==> config.mk <==
export PLATFORM = sky130hd
export DESIGN_NAME = cache_refill_ctrl
export DESIGN_NICKNAME = d
export VERILOG_FILES = /design/src/rtl/cache_refill_ctrl.sv
export SDC_FILE = /design/constraint.sdc
export NUM_CORES = 1
export LEC_CHECK = 0
export ABC_CLOCK_PERIOD_IN_PS = 3000
export BUFFER_PORTS_ARGS = -buffer_cell sky130_fd_sc_hd__buf_2
export CORE_MARGIN = 4
export CORE_UTILIZATION = 35
export DETAILED_ROUTE_END_ITERATION = 12
export GPL_ROUTABILITY_DRIVEN = 0
export GPL_TIMING_DRIVEN = 0
export MAX_ROUTING_LAYER = met4
export PLACE_DENSITY = 0.66
export SLEW_MARGIN = 15
export SYNTH_ARGS = -nofsm -noshare
export SYNTH_HDL_FRONTEND = slang
export SYNTH_SLANG_ARGS = --single-unit
==> constraint.sdc <==
create_clock -name iCLK -period 3 [get_ports iCLK]
set_input_delay 0.9 -clock iCLK [delete_from_list [all_inputs] [get_ports iCLK]]
set_output_delay 0.9 -clock iCLK [all_outputs]
set_load 0.05 [all_outputs]
==> src/rtl/cache_refill_ctrl.sv <==
// Refill and flush sequencer for a direct-mapped data cache: hit detect, memory fetch, line fill
// and full-cache invalidate sweep. Optional refill timeout enabled by `define REFILL_TIMEOUT_EN.
module cache_refill_ctrl #(
  parameter int unsigned INDEX_WIDTH = 4,
  parameter int unsigned DATA_WIDTH  = 32,
  parameter int unsigned TAG_LSB     = 6,
  parameter int unsigned TIMEOUT     = 255
) (
  input  logic                          iCLK,
  input  logic                          iRSTn,
  input  logic                          iReq,
  input  logic [DATA_WIDTH-1:0]         iAddress,
  input  logic [DATA_WIDTH-TAG_LSB-1:0] iTag,
  input  logic                          iV,
  input  logic                          iFlushAll,
  output logic                          oHit,
  output logic                          oStall,
  output logic                          oMemReq,
  output logic [DATA_WIDTH-1:0]         oMemAddr,
  input  logic                          iMemAck,
  input  logic [DATA_WIDTH-1:0]         iMemData,
  output logic                          oFillEn,
  output logic [INDEX_WIDTH-1:0]        oFillIndex,
  output logic [DATA_WIDTH-TAG_LSB-1:0] oFillTag,
  output logic [DATA_WIDTH-1:0]         oFillData,
  output logic                          oFlush,
  output logic [INDEX_WIDTH-1:0]        oFlushAddress,
`ifdef REFILL_TIMEOUT_EN
  output logic                          oTimeout,
`endif
  output logic                          oBusy
);

  localparam logic [DATA_WIDTH-1:0] WordMask = ~(DATA_WIDTH'(3));

  typedef enum logic [2:0] {StIdle, StReq, StFill, StDone, StFlush} state_e;

  state_e                 state_q;
  logic [DATA_WIDTH-1:0]  addr_q;
  logic [DATA_WIDTH-1:0]  data_q;
  logic [INDEX_WIDTH-1:0] flush_cnt_q;
  logic                   pending_q;
  logic                   mem_req_q;
  logic                   fill_en_q;
  logic                   flush_q;
  logic                   hit;

`ifdef REFILL_TIMEOUT_EN
  localparam int unsigned TmoW = ($clog2(TIMEOUT + 1) > 8) ? $clog2(TIMEOUT + 1) : 8;
  localparam logic [TmoW-1:0] TmoLast = TmoW'(TIMEOUT - 1);
  logic [TmoW-1:0] tmo_cnt_q;
  logic            timeout_q;
  assign oTimeout = timeout_q;
`endif

  assign hit = iReq & iV & (iTag == iAddress[DATA_WIDTH-1:TAG_LSB]) & (state_q == StIdle);

  assign oHit          = hit;
  assign oStall        = (iReq & ~hit) | (state_q != StIdle);
  assign oBusy         = (state_q != StIdle);
  assign oMemReq       = mem_req_q;
  assign oMemAddr      = addr_q;
  assign oFillEn       = fill_en_q;
  assign oFillIndex    = addr_q[INDEX_WIDTH+1:2];
  assign oFillTag      = addr_q[DATA_WIDTH-1:TAG_LSB];
  assign oFillData     = data_q;
  assign oFlush        = flush_q;
  assign oFlushAddress = flush_cnt_q;

  always_ff @(posedge iCLK or negedge iRSTn) begin
    if (!iRSTn) begin
      state_q     <= StIdle;
      addr_q      <= '0;
      data_q      <= '0;
      flush_cnt_q <= '0;
      pending_q   <= 1'b0;
      mem_req_q   <= 1'b0;
      fill_en_q   <= 1'b0;
      flush_q     <= 1'b0;
`ifdef REFILL_TIMEOUT_EN
      tmo_cnt_q   <= '0;
      timeout_q   <= 1'b0;
`endif
    end else begin
      fill_en_q <= 1'b0;
`ifdef REFILL_TIMEOUT_EN
      timeout_q <= 1'b0;
`endif
      unique case (state_q)
        StIdle: begin
          // A flush wins over a simultaneous miss; the CPU re-misses after the sweep.
          if (iFlushAll || pending_q) begin
            state_q     <= StFlush;
            pending_q   <= 1'b0;
            flush_cnt_q <= '0;
            flush_q     <= 1'b1;
          end else if (iReq && !hit) begin
            state_q   <= StReq;
            addr_q    <= iAddress & WordMask;
            mem_req_q <= 1'b1;
`ifdef REFILL_TIMEOUT_EN
            tmo_cnt_q <= '0;
`endif
          end
        end
        StReq: begin
          if (iFlushAll) pending_q <= 1'b1;
          if (iMemAck) begin
            state_q   <= StFill;
            data_q    <= iMemData;
            mem_req_q <= 1'b0;
            fill_en_q <= 1'b1;
          end
`ifdef REFILL_TIMEOUT_EN
          else if (tmo_cnt_q == TmoLast) begin
            state_q   <= StIdle;
            mem_req_q <= 1'b0;
            timeout_q <= 1'b1;
          end else begin
            tmo_cnt_q <= tmo_cnt_q + 1'b1;
          end
`endif
        end
        StFill: begin
          if (iFlushAll) pending_q <= 1'b1;
          state_q <= StDone;
        end
        StDone: begin
          if (iFlushAll) pending_q <= 1'b1;
          state_q <= StIdle;
        end
        StFlush: begin
          flush_cnt_q <= flush_cnt_q + 1'b1;
          if (flush_cnt_q == '1) begin
            state_q <= StIdle;
            flush_q <= 1'b0;
          end
        end
        default: state_q <= StIdle;
      endcase
    end
  end

endmodule

### After elaboration in Yosys (flattened, before gate mapping)

Cells that the tools add are included.

| cells by class | value |
|---|---|
| add/subtract/negate cells | 1 |
| equal/unequal tests | 13 |
| mux-type cells | 19 |
| bitwise gates (word level) | 7 |
| reductions and logical operators | 16 |

Operators with widths:

| operator | number |
|---|---|
| $eq A26 B26 Y1 | 1 |
| $mux W3 | 4 |
| $pmux W3 S4 | 1 |
| $reduce_and A3 Y1 | 4 |
| $mux W1 | 9 |
| $pmux W4 S2 | 1 |
| $eq A3 B2 Y1 const B | 2 |
| $ne A2 B1 Y1 const B | 3 |
| $ne A2 B2 Y1 const B | 3 |
| $pmux W1 S2 | 3 |
| $reduce_bool A2 Y1 | 3 |
| $add A4 B1 Y4 const B | 1 |
| $and A1 B1 Y1 | 4 |
| $eq A4 B4 Y1 const B | 1 |
| $mux W4 | 1 |
| $reduce_and A2 Y1 | 2 |
| $reduce_and A4 Y1 | 1 |
| $eq A3 B1 Y1 const B | 1 |
| $eq A3 B3 Y1 const B | 1 |
| $logic_not A3 Y1 | 1 |
| $ne A3 B1 Y1 const B | 1 |
| $reduce_bool A3 Y1 | 1 |
| $reduce_or A3 Y1 | 1 |
| $not A1 Y1 | 2 |
| other kinds (4) | 4 |

| word-level totals | value |
|---|---|
| flip-flop bits (word level) | 73 |
| bits of input ports | 96 |
| output and inout bits | 104 |

### Depth between registers and ports, before layout

| depth | value |
|---|---|
| depth in word-level cells | 8 |
| depth in mapped cells | 7 |
| depth with buffers taken out | 6 |

### Worst setup path after synthesis

OpenSTA, ideal clock, no wires.

| path | value |
|---|---|
| kind | input port to output port |
| start | in iAddress[21] |
| end | out oHit |
| data arrival time | 2.241 ns |
| data required time | 2.100 ns |
| path slack | -0.141 ns |
| stages | 4 |
| cell sequence | xor2_1 nor4_1 nand4_1 nor2_1 |

| between the ends | value |
|---|---|
| cells in the longest elaborated chain, start to end | 3 |

RTL lines:

| element | line | text |
|---|---|---|
| start, declared | 12 | `input logic [DATA_WIDTH-1:0] iAddress,` |
| $eq A26 B26 Y1 | 56 | `assign hit = iReq & iV & (iTag == iAddress[DATA_WIDTH-1:TAG_LSB]) & (state_q == StIdle);` |
| $and A1 B1 Y1 (2 in a row) | 56 |  |
| end, declared | 16 | `output logic oHit,` |

Every way passes these cells.

### Final worst setup path

| path | value |
|---|---|
| start | in iTag[3] |
| end | out oStall |

| between the ends | value |
|---|---|
| cells in the longest elaborated chain, start to end | 6 |

RTL lines:

| element | line | text |
|---|---|---|
| start, declared | 13 | `input logic [DATA_WIDTH-TAG_LSB-1:0] iTag,` |
| $eq A26 B26 Y1 | 56 |  |
| $and A1 B1 Y1 (2 in a row) | 56 |  |
| $not A1 Y1 | 59 | `assign oStall = (iReq & ~hit) \| (state_q != StIdle);` |
| $and A1 B1 Y1 | 59 |  |
| $or A1 B1 Y1 | 59 |  |
| end, declared | 17 | `output logic oStall,` |

Every way passes these cells.

==> impl_results.html <==
<table>
<tr><th>Metric</th><th>Value</th></tr>
<tr><th colspan="2">Drt</th></tr>
<tr><td>Number of detailed-routing iterations run before antenna repair</td><td>3</td></tr>
<tr><td>Drt drc</td><td>0</td></tr>
<tr><td>Number of vias per cell</td><td>~4.4</td></tr>
<tr><td>Wire length reported by the detailed router</td><td>just under 9 mm</td></tr>
<tr><td>Vias after detailed routing</td><td>approximately 2600</td></tr>
<tr><td>Average detailed-routed wire length per instance</td><td>around 14 um</td></tr>
<tr><td>Count of routing violations after the opening detailed-route iteration</td><td>between 60 and 70</td></tr>
<tr><td>DRT antenna net count</td><td>0</td></tr>
<tr><th colspan="2">Timing</th></tr>
<tr><td>Period minus WS final</td><td>slightly above 3000 ps</td></tr>
<tr><td>Worst setup margin</td><td>-25.0 ps</td></tr>
<tr><td>Actual slew at the worst max-slew pin</td><td>between 700 and 800 ps</td></tr>
<tr><td>Clock skew after layout</td><td>10.7 ps</td></tr>
<tr><td>Share of the clock period used by the worst path after layout</td><td>101%</td></tr>
<tr><td>Setup TNS after final layout</td><td>-25.0 ps</td></tr>
<tr><td>Final setup fails</td><td>1</td></tr>
<tr><td>Setup repair after global routing missed its margin</td><td>true</td></tr>
<tr><td>Final Slew Violations</td><td>0</td></tr>
<tr><td>Maximum clock frequency</td><td>between 300 and 400 MHz</td></tr>
<tr><td>Worst-case headroom to the max-slew limit</td><td>about half</td></tr>
<tr><td>Final hold violations</td><td>0</td></tr>
<tr><th colspan="2">Placement</th></tr>
<tr><td>Placed Cells</td><td>582</td></tr>
<tr><td>Placement-stage worst setup slack</td><td>-461 ps</td></tr>
<tr><td>Buffers added on ports</td><td>roughly 200</td></tr>
<tr><td>Detailed-placement wirelength estimate</td><td>a little under 7 mm</td></tr>
<tr><th colspan="2">Synth</th></tr>
<tr><td>Post-synthesis instance area</td><td>0.00348 mm2</td></tr>
<tr><td>Most used DFF post-synth</td><td>dfrtp_1</td></tr>
<tr><td>Post-synthesis share of cell area spent on and, or, nand and nor gates</td><td>under 10%</td></tr>
<tr><td>EDFF count, synth</td><td>0</td></tr>
<tr><td>Share of synthesized area occupied by flip-flops and latches</td><td>approximately 52%</td></tr>
<tr><td>Xor/xnor share of the synthesized area</td><td>roughly 6.5%</td></tr>
<tr><td>Compound-gate portion of the synthesized area</td><td>under 10%</td></tr>
<tr><td>Register bit count reported by yosys</td><td>73</td></tr>
<tr><td>Post-Synthesis Cells</td><td>252</td></tr>
<tr><td>Mux cell area share after synthesis</td><td>a little under a quarter</td></tr>
<tr><td>Post-synthesis adder-cell area fraction</td><td>less than 1%</td></tr>
<tr><td>Post-synthesis async set-or-reset flop share</td><td>100%</td></tr>
<tr><td>Warnings from Yosys</td><td>0</td></tr>
<tr><td>Main combinational cell family by area after synthesis</td><td>multiplexers</td></tr>
<tr><td>Syn_area_per_cell</td><td>between 10 and 15 um2</td></tr>
<tr><td>Count of unique library cells instantiated by Yosys</td><td>32</td></tr>
<tr><th colspan="2">CTS</th></tr>
<tr><td>CTS tree</td><td>built</td></tr>
<tr><td>Clock edge transition at the registers on the reported setup and hold paths</td><td>80 ps</td></tr>
<tr><td>Buffer depth of the longest clock path</td><td>2</td></tr>
<tr><td>Clock sinks</td><td>73</td></tr>
<tr><td>Library cell used as clock root buffer</td><td>clkbuf_8</td></tr>
<tr><td>Clock buffers created by TritonCTS</td><td>9</td></tr>
<tr><td>Worst skew pair latency</td><td>around 350 ps</td></tr>
<tr><td>H-tree Lvls</td><td>3</td></tr>
<tr><th colspan="2">Layout</th></tr>
<tr><td>Area growth from synthesis to layout</td><td>44.2%</td></tr>
<tr><td>Multi-input gate area</td><td>~0.0014 mm2</td></tr>
<tr><td>Antenna Cells</td><td>0</td></tr>
<tr><td>Nets@finish</td><td>approximately 560</td></tr>
<tr><td>Sequential Area</td><td>between 0.0015 and 0.002 mm2</td></tr>
<tr><td>Count of placed standard cells in the final layout, fillers left out</td><td>602</td></tr>
<tr><td>End-of-flow core utilization</td><td>approximately half</td></tr>
<tr><td>Fill cell total of the finished layout</td><td>approximately 880</td></tr>
<tr><td>Fraction of layout cells with a size suffix above 1</td><td>70.6%</td></tr>
<tr><th colspan="2">Setup path</th></tr>
<tr><td>Sum of buffers and inverters on the critical path</td><td>3</td></tr>
<tr><td>Worst R2R Setup Slack</td><td>roughly 640 ps</td></tr>
<tr><td>Kind of launch point of the worst setup path</td><td>primary input</td></tr>
<tr><td>Delay of the slowest cell on the worst path</td><td>340 ps</td></tr>
<tr><td>Family with the most delay on the worst path</td><td>simple AND/OR/NAND/NOR gates</td></tr>
<tr><td>Critical path class</td><td>in2out</td></tr>
<tr><td>CP Capture Type</td><td>primary output</td></tr>
<tr><td>Required @ worst endpoint</td><td>between 2000 and 2500 ps</td></tr>
<tr><td>Slowest cell on the critical path</td><td>nor4_2</td></tr>
<tr><td>Crit-path max FO</td><td>3</td></tr>
<tr><td>Most common cell type on the critical path</td><td>buf_6</td></tr>
<tr><td>Arrival time at the worst endpoint</td><td>about 2100 ps</td></tr>
<tr><td>Cells traversed along the worst timing path</td><td>buf_6 &gt; xor2_1 &gt; nor4_2 &gt; nand4_1 &gt; buf_6 &gt; o21ai_2 &gt; nand2_1 &gt; buf_6</td></tr>
<tr><th colspan="2">Floorplan</th></tr>
<tr><td>Core ar.</td><td>between 0.009 and 0.01 mm2</td></tr>
<tr><td>Die Y-Extent</td><td>about 110 um</td></tr>
<tr><td>Starting Density</td><td>between 30% and 40%</td></tr>
<tr><td>Row Count</td><td>36</td></tr>
<tr><td>Number of placed I/O pins</td><td>200</td></tr>
<tr><td>Die extent in x</td><td>approximately 110 um</td></tr>
<tr><td>Full die area</td><td>roughly 0.012 mm2</td></tr>
<tr><th colspan="2">Global route</th></tr>
<tr><td>First-pass GRT wire length</td><td>13.2 mm</td></tr>
<tr><td>Overall fraction of global-route tracks in use</td><td>between 10% and 20%</td></tr>
<tr><td>Leftover overflow at the end of global routing</td><td>0</td></tr>
<tr><td>Maximum number of pins on one net before global-route repair</td><td>51</td></tr>
<tr><td>Number of global-route vias before repair</td><td>~2700</td></tr>
<tr><td>Initial antenna violation count</td><td>0</td></tr>
<tr><th colspan="2">Min path</th></tr>
<tr><td>Kind of path behind the tightest hold check</td><td>in2async</td></tr>
<tr><th colspan="2">Status</th></tr>
<tr><td>Violations in the final reports</td><td>setup timing</td></tr>
<tr><td>Outcome</td><td>finished with violations</td></tr>
<tr><th colspan="2">Job</th></tr>
<tr><td>Maxcap violations</td><td>0</td></tr>
</table>
==> placed cells by master (no fill, tap or decap), drive strengths merged <==
master      n
a21oi       3
a31oi       1
and3        1
buf       238
bufinv      3
clkbuf     11
clkinv      1
clkinvlp    1
conb        2
dfrtp      73
ha          1
inv         5
mux2       62
mux2i       1
nand2       9
nand3       4
nand3b      1
nand4       2
nor2        3
nor3        2
nor3b       1
nor4        7
nor4b       1
o211ai      2
o21ai       6
or3         2
xor2       26
==> worst register-to-register path: stages, from the launching register on <==
cell,delay (ps)
dfrtp_1,460
nor3_4,220
inv_2,80
nor4_2,330
nand3_2,170
buf_4,190
o211ai_4,250
buf_6,240
mux2_4,320
==> cell type report <==
type	count	share of cell area, %
plain buffers	39	5.83
clock buffers	10	2.54
clock inverters	6	2.29
inverters	4	0.299
multi-input cells	137	27.8
flip-flops and latches	73	36.4
well taps	133	3.31
repair buffers	200	21.6
==> registers in the layout (all words and copies together) (netlist names) <==
signal,flops
oFlushAddress,4
oFillEn,1
state_q,3
oMemAddr,30
oFlush,1
oFillData,32
oMemReq,1
pending_q,1
==> cell usage after synthesis, drive strengths merged, types with 3 or more instances <==
cell,number,area share [%]
mux2,62,23
xor2,26,6.5
a21oi,3,0.43
o21ai,6,0.86
nand2,9,0.97
nand3,4,0.72
nor4,7,1.4
dfrtp,73,52
buf,38,8.3
inv,4,0.43
nor2,3,0.32
==> final timing paths <==
check / start / endpoint / depth (start not counted)
worst max-delay path: iTag[3] / oStall / 8
worst min-delay path: iRSTn / oFillData[11] / 1
worst min register to register: oFlush / oFlush / 2
worst max register to register: state_q[2] / oMemAddr[3] / 8
min in group iCLK: oFlush / oFlush / 2
max in group asynchronous: iRSTn / oMemAddr[16] / 2
==> logic make-up after synthesis <==
logic type,count (synthesis)
flip-flops,73
buffers and inverters,43
XOR/XNOR,26
multiplexers,63
AND/OR/NAND/NOR,33
other,1
adder cells (fa/ha/maj),1
AO/OA/AOI/OAI,12
==> per-stage QoR <==
step | cell area, um2 | hold WS [ps]
5_1_grt | 5020 | 438
3_3_place_gp | 4630 | 462
3_5_place_dp | 4660 | 464
6_report | 5020 | 440
2_1_floorplan | 3490 | 480
4_1_cts | 5000 | 432
==> per-layer routing <==
| layer | share of wire [%] | global-route usage, % | up-vias |
|---|---|---|---|
| li1 | - | - | 1263 |
| met1 | 42 | 17.9 | 1233 |
| met2 | 49 | 25.0 | 117 |
| met3 | 7.0 | 3.42 | 12 |
| met4 | 1.8 | 5.77 | 0 |
| met5 | 0 | - | - |
==> repair_timing <==
item	4_1_cts	5_1_grt
gates resized for setup	14	4
buffers inserted	4	0
pin swaps	11	0
hold buffers	0	0
setup endpoints to repair	2	2
cloned	0	0
endpoints found under the hold margin	0	0
Power is left out: the tool's default activity adds up to more than one toggle a clock period on the data nets, which glitch-free logic cannot reach.
